### src/rtl/mastermind_score_core.sv
// Mastermind/Wordle scoring core: latches a secret, collects a guess slot by slot, then
// scores it sequentially (exact pass, then duplicate-safe partial pass) and tracks WIN/LOSE.
module mastermind_score_core #(
  parameter int N_SLOTS     = 4,
  parameter int COLOR_W     = 6,
  parameter int MAX_GUESSES = 6,
  localparam int CW = $clog2(N_SLOTS + 1),
  localparam int GW = $clog2(MAX_GUESSES + 1),
  localparam int SW = $clog2(N_SLOTS)
) (
  input  logic                       CLK,
  input  logic                       RESET_N,
  input  logic                       Start,
  input  logic [N_SLOTS*COLOR_W-1:0] Secret,
  input  logic                       Enter,
  input  logic                       Del,
  input  logic [COLOR_W-1:0]         ColorIn,
  input  logic                       Ack,
  output logic [2:0]                 State,
  output logic [SW:0]                SlotIdx,
  output logic [GW-1:0]              GuessNum,
  output logic [CW-1:0]              Exact,
  output logic [CW-1:0]              Partial,
  output logic                       ScoreValid,
  output logic                       Done
);

  typedef enum logic [2:0] {
    ST_INI    = 3'd0,
    ST_ENTRY  = 3'd1,
    ST_EXACT  = 3'd2,
    ST_PART   = 3'd3,
    ST_RESULT = 3'd4,
    ST_WIN    = 3'd5,
    ST_LOSE   = 3'd6
  } state_t;

  localparam logic [SW:0]   LAST_SLOT = (SW+1)'(N_SLOTS - 1);
  localparam logic [SW-1:0] IDX_LAST  = SW'(N_SLOTS - 1);
  localparam logic [CW-1:0] EX_FULL   = CW'(N_SLOTS);
  localparam logic [GW-1:0] GN_MAX    = GW'(MAX_GUESSES);

  state_t               state_q, state_d;
  logic [COLOR_W-1:0]   secret_q [N_SLOTS];
  logic [COLOR_W-1:0]   secret_d [N_SLOTS];
  logic [COLOR_W-1:0]   guess_q  [N_SLOTS];
  logic [COLOR_W-1:0]   guess_d  [N_SLOTS];
  logic [N_SLOTS-1:0]   gflag_q, gflag_d, sflag_q, sflag_d;
  logic [SW:0]          slot_q, slot_d;
  logic [SW-1:0]        i_q, i_d, j_q, j_d;
  logic [CW-1:0]        ex_q, ex_d, pa_q, pa_d;
  logic [CW-1:0]        exact_q, exact_d, partial_q, partial_d;
  logic [GW-1:0]        gnum_q, gnum_d, gnum_inc;
  logic                 sv_q, sv_d, done_q, done_d;
  logic                 exact_hit, part_hit;

  assign exact_hit = (guess_q[i_q] == secret_q[i_q]);
  // A pair only counts if neither side was already consumed by an exact or earlier partial match.
  assign part_hit  = !gflag_q[i_q] && !sflag_q[j_q] && (guess_q[i_q] == secret_q[j_q]);
  assign gnum_inc  = gnum_q + GW'(1);

  always_comb begin
    state_d   = state_q;
    secret_d  = secret_q;
    guess_d   = guess_q;
    gflag_d   = gflag_q;
    sflag_d   = sflag_q;
    slot_d    = slot_q;
    i_d       = i_q;
    j_d       = j_q;
    ex_d      = ex_q;
    pa_d      = pa_q;
    exact_d   = exact_q;
    partial_d = partial_q;
    gnum_d    = gnum_q;
    sv_d      = 1'b0;
    done_d    = done_q;
    case (state_q)
      ST_INI: begin
        if (Start) begin
          for (int k = 0; k < N_SLOTS; k++) secret_d[k] = Secret[k*COLOR_W +: COLOR_W];
          gnum_d    = '0;
          slot_d    = '0;
          exact_d   = '0;
          partial_d = '0;
          state_d   = ST_ENTRY;
        end
      end
      ST_ENTRY: begin
        if (Enter) begin
          guess_d[slot_q[SW-1:0]] = ColorIn;
          slot_d = slot_q + (SW+1)'(1);
          if (slot_q == LAST_SLOT) begin
            state_d = ST_EXACT;
            i_d     = '0;
            ex_d    = '0;
            pa_d    = '0;
            gflag_d = '0;
            sflag_d = '0;
          end
        end else if (Del && slot_q != '0) begin
          slot_d = slot_q - (SW+1)'(1);
        end
      end
      ST_EXACT: begin
        if (exact_hit) begin
          ex_d        = ex_q + CW'(1);
          gflag_d[i_q] = 1'b1;
          sflag_d[i_q] = 1'b1;
        end
        if (i_q == IDX_LAST) begin
          state_d = ST_PART;
          i_d     = '0;
          j_d     = '0;
        end else begin
          i_d = i_q + SW'(1);
        end
      end
      ST_PART: begin
        if (part_hit) begin
          pa_d         = pa_q + CW'(1);
          gflag_d[i_q] = 1'b1;
          sflag_d[j_q] = 1'b1;
        end
        if (j_q != IDX_LAST) begin
          j_d = j_q + SW'(1);
        end else begin
          j_d = '0;
          if (i_q != IDX_LAST) begin
            i_d = i_q + SW'(1);
          end else begin
            // Last pair: publish results on this same edge so latency is N+N^2.
            exact_d   = ex_q;
            partial_d = pa_d;
            gnum_d    = gnum_inc;
            sv_d      = 1'b1;
            if (ex_q == EX_FULL) begin
              state_d = ST_WIN;
              done_d  = 1'b1;
            end else if (gnum_inc == GN_MAX) begin
              state_d = ST_LOSE;
              done_d  = 1'b1;
            end else begin
              state_d = ST_RESULT;
            end
          end
        end
      end
      ST_RESULT: begin
        if (Enter) begin
          slot_d  = '0;
          gflag_d = '0;
          sflag_d = '0;
          state_d = ST_ENTRY;
        end
      end
      ST_WIN, ST_LOSE: begin
        if (Ack) begin
          done_d  = 1'b0;
          state_d = ST_INI;
        end
      end
      default: state_d = ST_INI;
    endcase
  end

  always_ff @(posedge CLK or negedge RESET_N) begin
    if (!RESET_N) begin
      state_q   <= ST_INI;
      for (int k = 0; k < N_SLOTS; k++) begin
        secret_q[k] <= '0;
        guess_q[k]  <= '0;
      end
      gflag_q   <= '0;
      sflag_q   <= '0;
      slot_q    <= '0;
      i_q       <= '0;
      j_q       <= '0;
      ex_q      <= '0;
      pa_q      <= '0;
      exact_q   <= '0;
      partial_q <= '0;
      gnum_q    <= '0;
      sv_q      <= 1'b0;
      done_q    <= 1'b0;
    end else begin
      state_q   <= state_d;
      secret_q  <= secret_d;
      guess_q   <= guess_d;
      gflag_q   <= gflag_d;
      sflag_q   <= sflag_d;
      slot_q    <= slot_d;
      i_q       <= i_d;
      j_q       <= j_d;
      ex_q      <= ex_d;
      pa_q      <= pa_d;
      exact_q   <= exact_d;
      partial_q <= partial_d;
      gnum_q    <= gnum_d;
      sv_q      <= sv_d;
      done_q    <= done_d;
    end
  end

  assign State      = state_q;
  assign SlotIdx    = slot_q;
  assign GuessNum   = gnum_q;
  assign Exact      = exact_q;
  assign Partial    = partial_q;
  assign ScoreValid = sv_q;
  assign Done       = done_q;

endmodule

### config.mk
export PLATFORM = sky130hd
export DESIGN_NAME = mastermind_score_core
export DESIGN_NICKNAME = d
export VERILOG_FILES = /design/src/rtl/mastermind_score_core.sv
export SDC_FILE = /design/constraint.sdc
export NUM_CORES = 1
export LEC_CHECK = 0
export CORE_MARGIN = 8
export CORE_UTILIZATION = 60
export DETAILED_ROUTE_END_ITERATION = 16
export GPL_TIMING_DRIVEN = 0
export PLACE_DENSITY_LB_ADDON = 0.25
export SYNTH_ARGS = -nofsm -noshare
export SYNTH_HDL_FRONTEND = slang
export SYNTH_SLANG_ARGS = --single-unit
### constraint.sdc
create_clock -name CLK -period 4.75 [get_ports CLK]
set_input_delay 1.1875 -clock CLK [delete_from_list [all_inputs] [get_ports CLK]]
set_output_delay 1.1875 -clock CLK [all_outputs]
set_load 0.05 [all_outputs]
* Word level (Yosys, flattened, before mapping)
Cells that the tools add are included.
** Word-level totals
- Flip-flop bits (word level) :: 83
- Bits of input ports :: 36
- Output and inout port bits :: 17
- Word-level logic and storage cells :: 177
** Operators by class
- Add/subtract/negate cells :: 7
- $lt $le $gt $ge :: 8
- Equal/unequal tests :: 27
- Mux-type cells :: 78
- Bitwise operators :: 6
- Reduce and logical (&&, ||, !) cells :: 30
** Operator list (count)
- $mux 3 :: 22
- $mux 6 :: 7
- $bmux 6 s2 :: 3
- $pmux 4 s4 :: 2
- $pmux 3 s2 :: 5
- $mux 4 :: 7
- $ne 2x2->1 const B :: 13
- $bwmux 24 :: 1
- $mux 2 :: 9
- $pmux 3 s6 :: 1
- $eq 3x3->1 const B :: 5
- $add 3x1->3 const B :: 4
- $demux 6 s2 :: 1
- $eq 6x6->1 :: 2
- $mux 1 :: 12
- $or 4x4->4 :: 3
- $reduce_and 4->1 :: 3
- $reduce_and 5->1 :: 2
- $reduce_bool 2->1 :: 5
- $eq 3x2->1 const B :: 3
- $ge 3x3->1 const B :: 3
- $not 2->3 :: 3
- $pmux 3 s3 :: 1
- $reduce_bool 3->1 :: 3
- other kinds (22) :: 36

* Longest topological paths before layout
Gate-level depths: netlist of run 1.
- Depth in word-level cells :: 10
- Depth in mapped cells :: 9
- Depth with buffers taken out :: 7

* Least setup slack after synthesis of run 1
No wires, ideal clock.
- Path kind :: input to register
- Start point :: input port Start
- End point :: register secret_q[0] (netlist bit)
- Library setup time :: 125 ps
- Data arrival time :: 2492 ps
- Data required time :: 4625 ps
- Setup slack :: 2133 ps
- Cell stages on the path :: 4
- Path buffers :: 1
- Path through :: nand2b_1 nor3_1 clkbuf_1 mux2_2
** Between the ends
- Cells in the longest elaborated chain, start to end :: 1
** RTL lines
- from (decl) :: RTL line 13 : input logic Start,
- $reduce_and 2->1 (no source line)
- to (signal assigned) :: RTL line 188 : secret_q <= secret_d;
- to (decl) :: RTL line 44 : logic [COLOR_W-1:0] secret_q [N_SLOTS];
Every way passes these cells.
A chain may end at the register's enable or synchronous reset.

* Worst setup path in the final report of run 1
- Start point :: input port Start
- End point :: register secret_q[3] (netlist bit)
The elaborated chain is that of the path after synthesis.

==> results.sh, run 1 <==
export IMPL_outcome="finished clean"
export IMPL_grt_first_pass_wirelength_um=16000
export IMPL_clk_latency_ps=360
export IMPL_synth_area_um2=4410
export IMPL_design_core_area_um2=7180
export IMPL_ir_drop_uv=321
export IMPL_synth_edf_count=0
export IMPL_layout_min_cycle_time_ps=3280
export IMPL_synth_area_leaders="dfrtp_1 47%, mux2_2 13%, mux4_2 10%"
export IMPL_area_delta_synth_final_pct=20.0
export IMPL_place_gp_congestion=0.897
export IMPL_maxSlewViolCount=0
export IMPL_clkTransAtPathRegs_ps=80
export IMPL_routed_wl_um=9390
export IMPL_pwr_density_cell_nw_per_um2=643
export IMPL_first_global_vias=3319
export IMPL_cts_tree="yes"
export IMPL_synth_compound_area_frac=0.0915
export IMPL_finalSetupViolations=0
export IMPL_synth_nets=413
export IMPL_route_detailed_drc=0
export IMPL_num_rows=31
export IMPL_grt_max_degree=63
export IMPL_synth_ff_type="dfrtp_1"
export IMPL_syn_inst=363
export IMPL_path_class="input pin to flop"
export IMPL_start_util=0.614
export IMPL_finalSetupTns_ps=0
export IMPL_cp_max_fo=10
export IMPL_cts_max_level=3
export IMPL_synth_common_cells="83 x dfrtp_1, 50 x mux2_2, 32 x nand2_1"
export IMPL_portBuffers=52
export IMPL_post_cts_buffers=0
export IMPL_ys_async_sr_fraction=1.00
export IMPL_cts_sinks=83
export IMPL_vias=3070
export IMPL_clk_path_buf_depth=2
export IMPL_relSlewSlack=0.307
export IMPL_overflow=0
export IMPL_nNetsFinal=477
export IMPL_synth_distinct_cells=53
export IMPL_antennaDiodeCount=0
export IMPL_synth_area_mux_share=0.244
export IMPL_die_w_um=102
export IMPL_maxCapViolations=0
export IMPL_drive_gt1_frac=0.229
export IMPL_io_pins=53
export IMPL_nFillCells=479
export IMPL_worstPathCellList="clkdlybuf4s50_1 > nand2b_1 > nor3_1 > clkbuf_1 > mux2_2"
export IMPL_min_path_type="flop to flop"
export IMPL_die_area_um2=10300
export IMPL_cts_hold_buffers=0
export IMPL_synth_seq_cells=83
export IMPL_cts_resized=0
export IMPL_cp_start_kind="input pin"
export IMPL_worst_pin_slew_ps=1030
export IMPL_yosysWarnings=0
export IMPL_crit_arrival_ps=3520
export IMPL_antenna_found_initial=0
export IMPL_drt_iter0_markers=110
export IMPL_cpMaxStageDelayCell="nor3_1"
export IMPL_holdWs_ps=488
export IMPL_avgSynthCellArea_um2=12.1
export IMPL_max_stage_delay_ps=810
export IMPL_synth_fa_ha_area_frac=0.0415
export IMPL_finClkSkew_ps=11.0
export IMPL_routed_via_density=5.78
export IMPL_numCtsBuffers=9
export IMPL_finalHoldViolCount=0
export IMPL_post_drt_wl_per_cell_um=17.7
export IMPL_p_leak_uw=0.00225
export IMPL_synth_top_family_by_area="multiplexers"
export IMPL_worst_setup_path_end_kind="flop"
export IMPL_dp_cells=515
export IMPL_synth_xor_area_share=0.0318
export IMPL_fin_cells=531
export IMPL_grt_setup_unrepaired="no"
export IMPL_yosys_area_share_simple=0.0880
export IMPL_synth_most_common_cell="dfrtp_1"
export IMPL_antenna_left=0
export IMPL_synth_top_area_share=0.471
export IMPL_yosysSeqAreaShare=0.471
export IMPL_drtPass1Iterations=5
export IMPL_fmax_ghz=0.305
export IMPL_hpwl_um=7020
export IMPL_period_share=0.691
export IMPL_die_h_um=102
export IMPL_grt_usage=0.200
export IMPL_crit_required_ps=4990
export IMPL_synth_top_area_cell="dfrtp_1"
export IMPL_root_buffer="clkbuf_8"
where the power goes:
part	leakage, µW	switching, µW	internal, µW
Clock	0.000106	263	273
Sequential	0.00105	184	974
Combinational	0.00109	866	835
sequential cells by signal, summed over array words and instances, names as in the netlist:
signal,flops
GuessNum,3
sflag_q,4
ScoreValid,1
Partial,3
State,3
ex_q,3
SlotIdx,3
i_q,2
guess_q,24
Exact,3
j_q,2
Done,1
secret_q,24
pa_q,3
gflag_q,4
cell usage in the layout, fill, tap and decap left out, drive strengths merged, types with 2 or more instances in the layout:
cell type,Yosys,layout
mux2,50,50
nand2b,4,4
o211ai,2,2
nor3,3,3
buf,5,7
nand3b,2,2
or2,2,2
and3,2,2
a21o,3,3
o21ai,25,25
nand3,10,10
inv,15,16
ha,13,13
mux2i,6,6
a22o,2,2
clkdlybuf4s50,0,51
a31oi,3,3
o31ai,8,8
mux4,20,20
dfrtp,83,83
xnor2,12,12
a21oi,5,5
nand2,32,32
xor2,4,4
clkbuf,12,23
nor2b,2,2
clkinv,0,2
and2,2,2
nor2,15,15
per-layer routing:
metal  track usage  up-vias  share of wire
met2         0.339       84           0.50
li1              -     1444              -
met5             0        -              0
met1         0.242     1519           0.43
met3        0.0371       23          0.045
met4        0.0882        0          0.024
area by class of cell:
class                      count  area [µm²]  area share
buffer                        17        85.1      0.0161
clock buffer                  11         151      0.0286
clock inverter                 5        60.1      0.0114
inverter                      15        56.3      0.0107
multi-input combinational    248        2190       0.414
sequential                    83        2080       0.393
tap                           99         124      0.0234
timing repair buffer          53         546       0.103
cell families after synthesis:
family	count (synthesis)
muxes	76
adders and majority gates	14
and+or+nand+nor	81
xor gates and xnor gates	16
buffers and inverters	32
DFF	83
AOI/OAI and AO/OA	61
worst max-delay path, delay by kind of cell:
family                 cells  cell delay (ps)
buffers and inverters      2             1010
and+or+nand+nor            2              920
muxes                      1              410
final timing paths:
check                               to  slack, ps        from  depth (start not counted)
min reg2reg                 Partial[1]        490  Partial[1]                          2
max in group asynchronous  guess_q[21]       3450     RESET_N                          2
min                         Partial[1]        490  Partial[1]                          2
max reg2reg                secret_q[3]       2030    State[2]                          5
min in group asynchronous      pa_q[0]        710     RESET_N                          1
max                        secret_q[3]       1470       Start                          5
stage by stage:
step | utilization | setup WS [ps] | area [µm²] | total power, µW
after floorplan | - | 2130 | 4410 | 2440
after global placement | 0.704 | -397 | 5050 | 2800
after detailed placement | 0.707 | 1100 | 5070 | 2870
after CTS | 0.737 | 1510 | 5290 | 3410
after global routing | 0.737 | 1360 | 5290 | 3630
final | 0.737 | 1470 | 5290 | 3400
(Power assumes the default switching activity.)
==> run 2: changes to the inputs <==
--- a/config.mk
+++ b/config.mk
@@ -6,7 +6,7 @@
 export NUM_CORES = 1
 export LEC_CHECK = 0
 export CORE_MARGIN = 8
-export CORE_UTILIZATION = 60
+export CORE_UTILIZATION = 56
 export DETAILED_ROUTE_END_ITERATION = 16
 export GPL_TIMING_DRIVEN = 0
 export PLACE_DENSITY_LB_ADDON = 0.25
==> constraint.sdc (replaced) <==
create_clock -name CLK -period 3.22 [get_ports CLK]
set_input_delay 0.805 -clock CLK [delete_from_list [all_inputs] [get_ports CLK]]
set_output_delay 0.805 -clock CLK [all_outputs]
set_load 0.05 [all_outputs]
==> run 2 against run 1 <==
  * Worst setup slack got worse by 1300 ps
  * Global-route usage decreased by 2.0 points
  * Sequential share of layout area decreased by 0.10 points
  * Total power increased by 49%
  * Wire length increased by 0.96%
  * Clock power increased by 53%
  * Final cell count increased by 0.56%
  * Core utilization decreased by 4.7 points
  * Clock skew decreased by 1.9 ps
  * Die area increased by 6.0%
  * Sequential cell count unchanged
  * Largest power group unchanged
==> results.sh, run 2 (synthesis gave the netlist of run 1 again) <==
export IMPL_fmax_ghz=0.332
export IMPL_vias=3085
export IMPL_design_core_area_um2=7690
export IMPL_grt_setup_unrepaired="no"
export IMPL_ir_drop_uv=454
export IMPL_multi_input_area_um2=2190
export IMPL_hpwl_um=6990
export IMPL_routed_via_density=5.78
export IMPL_finalSetupTns_ps=0
export IMPL_die_h_um=105
export IMPL_placed_area_um2=5080
export IMPL_clk_path_buf_depth=2
export IMPL_finClkSkew_ps=9.10
export IMPL_cts_resized=0
export IMPL_finalHoldViolCount=0
export IMPL_io_pins=53
export IMPL_die_w_um=105
export IMPL_clkTransAtPathRegs_ps=90
export IMPL_pwr_density_cell_nw_per_um2=952
export IMPL_start_util=0.573
export IMPL_root_buffer="clkbuf_8"
export IMPL_crit_arrival_ps=3260
export IMPL_cp_start_kind="input pin"
export IMPL_nNetsFinal=477
export IMPL_cts_hold_buffers=0
export IMPL_seqCellArea_um2=2080
export IMPL_overflow=0
export IMPL_grt_max_degree=64
export IMPL_cpMaxStageDelayCell="nor3_1"
export IMPL_drt_iter0_markers=123
export IMPL_drive_gt1_frac=0.229
export IMPL_outcome="finished clean"
export IMPL_layout_min_cycle_time_ps=3010
export IMPL_route_detailed_drc=0
export IMPL_portBuffers=52
export IMPL_maxSlewViolCount=0
export IMPL_antenna_found_initial=0
export IMPL_num_rows=32
export IMPL_top_regs="guess_q: 24 flops, secret_q: 24 flops"
export IMPL_p_leak_uw=0.00225
export IMPL_drtPass1Iterations=6
export IMPL_min_path_type="input pin to asynchronous set/reset pin"
export IMPL_numCtsBuffers=9
export IMPL_maxCapViolations=0
export IMPL_cts_sinks=83
export IMPL_post_drt_wl_per_cell_um=17.7
export IMPL_area_delta_synth_final_pct=20.3
export IMPL_finalSetupViolations=0
export IMPL_cts_tree="yes"
export IMPL_antennaDiodeCount=0
export IMPL_post_cts_buffers=0
export IMPL_postLayoutCellArea_um2=5300
export IMPL_cp_max_fo=10
export IMPL_max_stage_delay_ps=950
export IMPL_nFillCells=579
export IMPL_place_gp_congestion=0.873
export IMPL_clk_latency_ps=360
export IMPL_relSlewSlack=0.167
export IMPL_holdWs_ps=318
export IMPL_worst_pin_slew_ps=1240
export IMPL_routed_wl_um=9480
export IMPL_grt_first_pass_wirelength_um=16200
export IMPL_die_area_um2=11000
export IMPL_grt_usage=0.180
export IMPL_cts_max_level=3
export IMPL_path_class="input pin to flop"
export IMPL_worstPathCellList="clkdlybuf4s50_1 > nand2b_1 > nor3_1 > clkbuf_1 > mux2_2"
export IMPL_first_global_vias=3295
export IMPL_period_share=0.936
export IMPL_mostFrequentLayoutCell="dfrtp_1"
export IMPL_antenna_left=0
export IMPL_worst_setup_path_end_kind="flop"
export IMPL_final_cell_mix="83 x dfrtp_1, 51 x clkdlybuf4s50_1, 50 x mux2_2"
export IMPL_crit_required_ps=3470
export IMPL_cp_num_buf_inv=2
export IMPL_critical_path_top_delay_family="simple AND/OR/NAND/NOR gates"
## run 2: layer usage
metal	up-vias	track usage	part of all wire
li1	1441	-	-
met1	1550	0.226	0.43
met2	83	0.301	0.50
met3	11	0.0405	0.053
met4	0	0.0591	0.012
met5	-	0	0
## run 2: final cells by class
class	count	share of cell area
Buffer	17	0.0161
Multi-Input combinational cell	248	0.413
Tap cell	102	0.0241
Clock buffer	12	0.0312
Sequential cell	83	0.392
Clock inverter	4	0.0106
Inverter	15	0.0106
Timing Repair Buffer	53	0.103
## run 2: report_power, final
| group | total, µW | leakage [µW] | switching, µW | internal, µW |
|---|---|---|---|---|
| clock | 822 | 0.000113 | 395 | 428 |
| sequential | 1710 | 0.00105 | 272 | 1440 |
| combinational | 2510 | 0.00109 | 1280 | 1230 |
## run 2: metrics by stage
step	power, µW	cells	utilization	worst slack [ps]
after floorplan	3600	363	-	896
after global routing	5380	534	0.689	67.3
final	5040	534	0.689	206
after CTS	5070	534	0.689	196
after global placement	4150	517	0.657	-1610
after detailed placement	4240	518	0.661	-178
## run 2: final timing paths
path                       slack [ps]       start          end  cells past startpoint
max in group asynchronous        2300     RESET_N   SlotIdx[2]                      2
hold / removal                    320     RESET_N   Partial[1]                      1
setup / recovery                  210       Start  secret_q[2]                      5
hold reg to reg                   490  gflag_q[1]   gflag_q[1]                      2
min in group CLK                  490  gflag_q[1]   gflag_q[1]                      2
setup reg to reg                  390    State[2]  secret_q[2]                      5
## run 2: worst reg2reg max path: cells and delay by family, from the launching register on
family / cells / cell delay, ps
AND/OR/NAND/NOR: 2 / 1190
buffers and inverters: 2 / 750
multiplexers: 1 / 400
flip-flops: 1 / 380
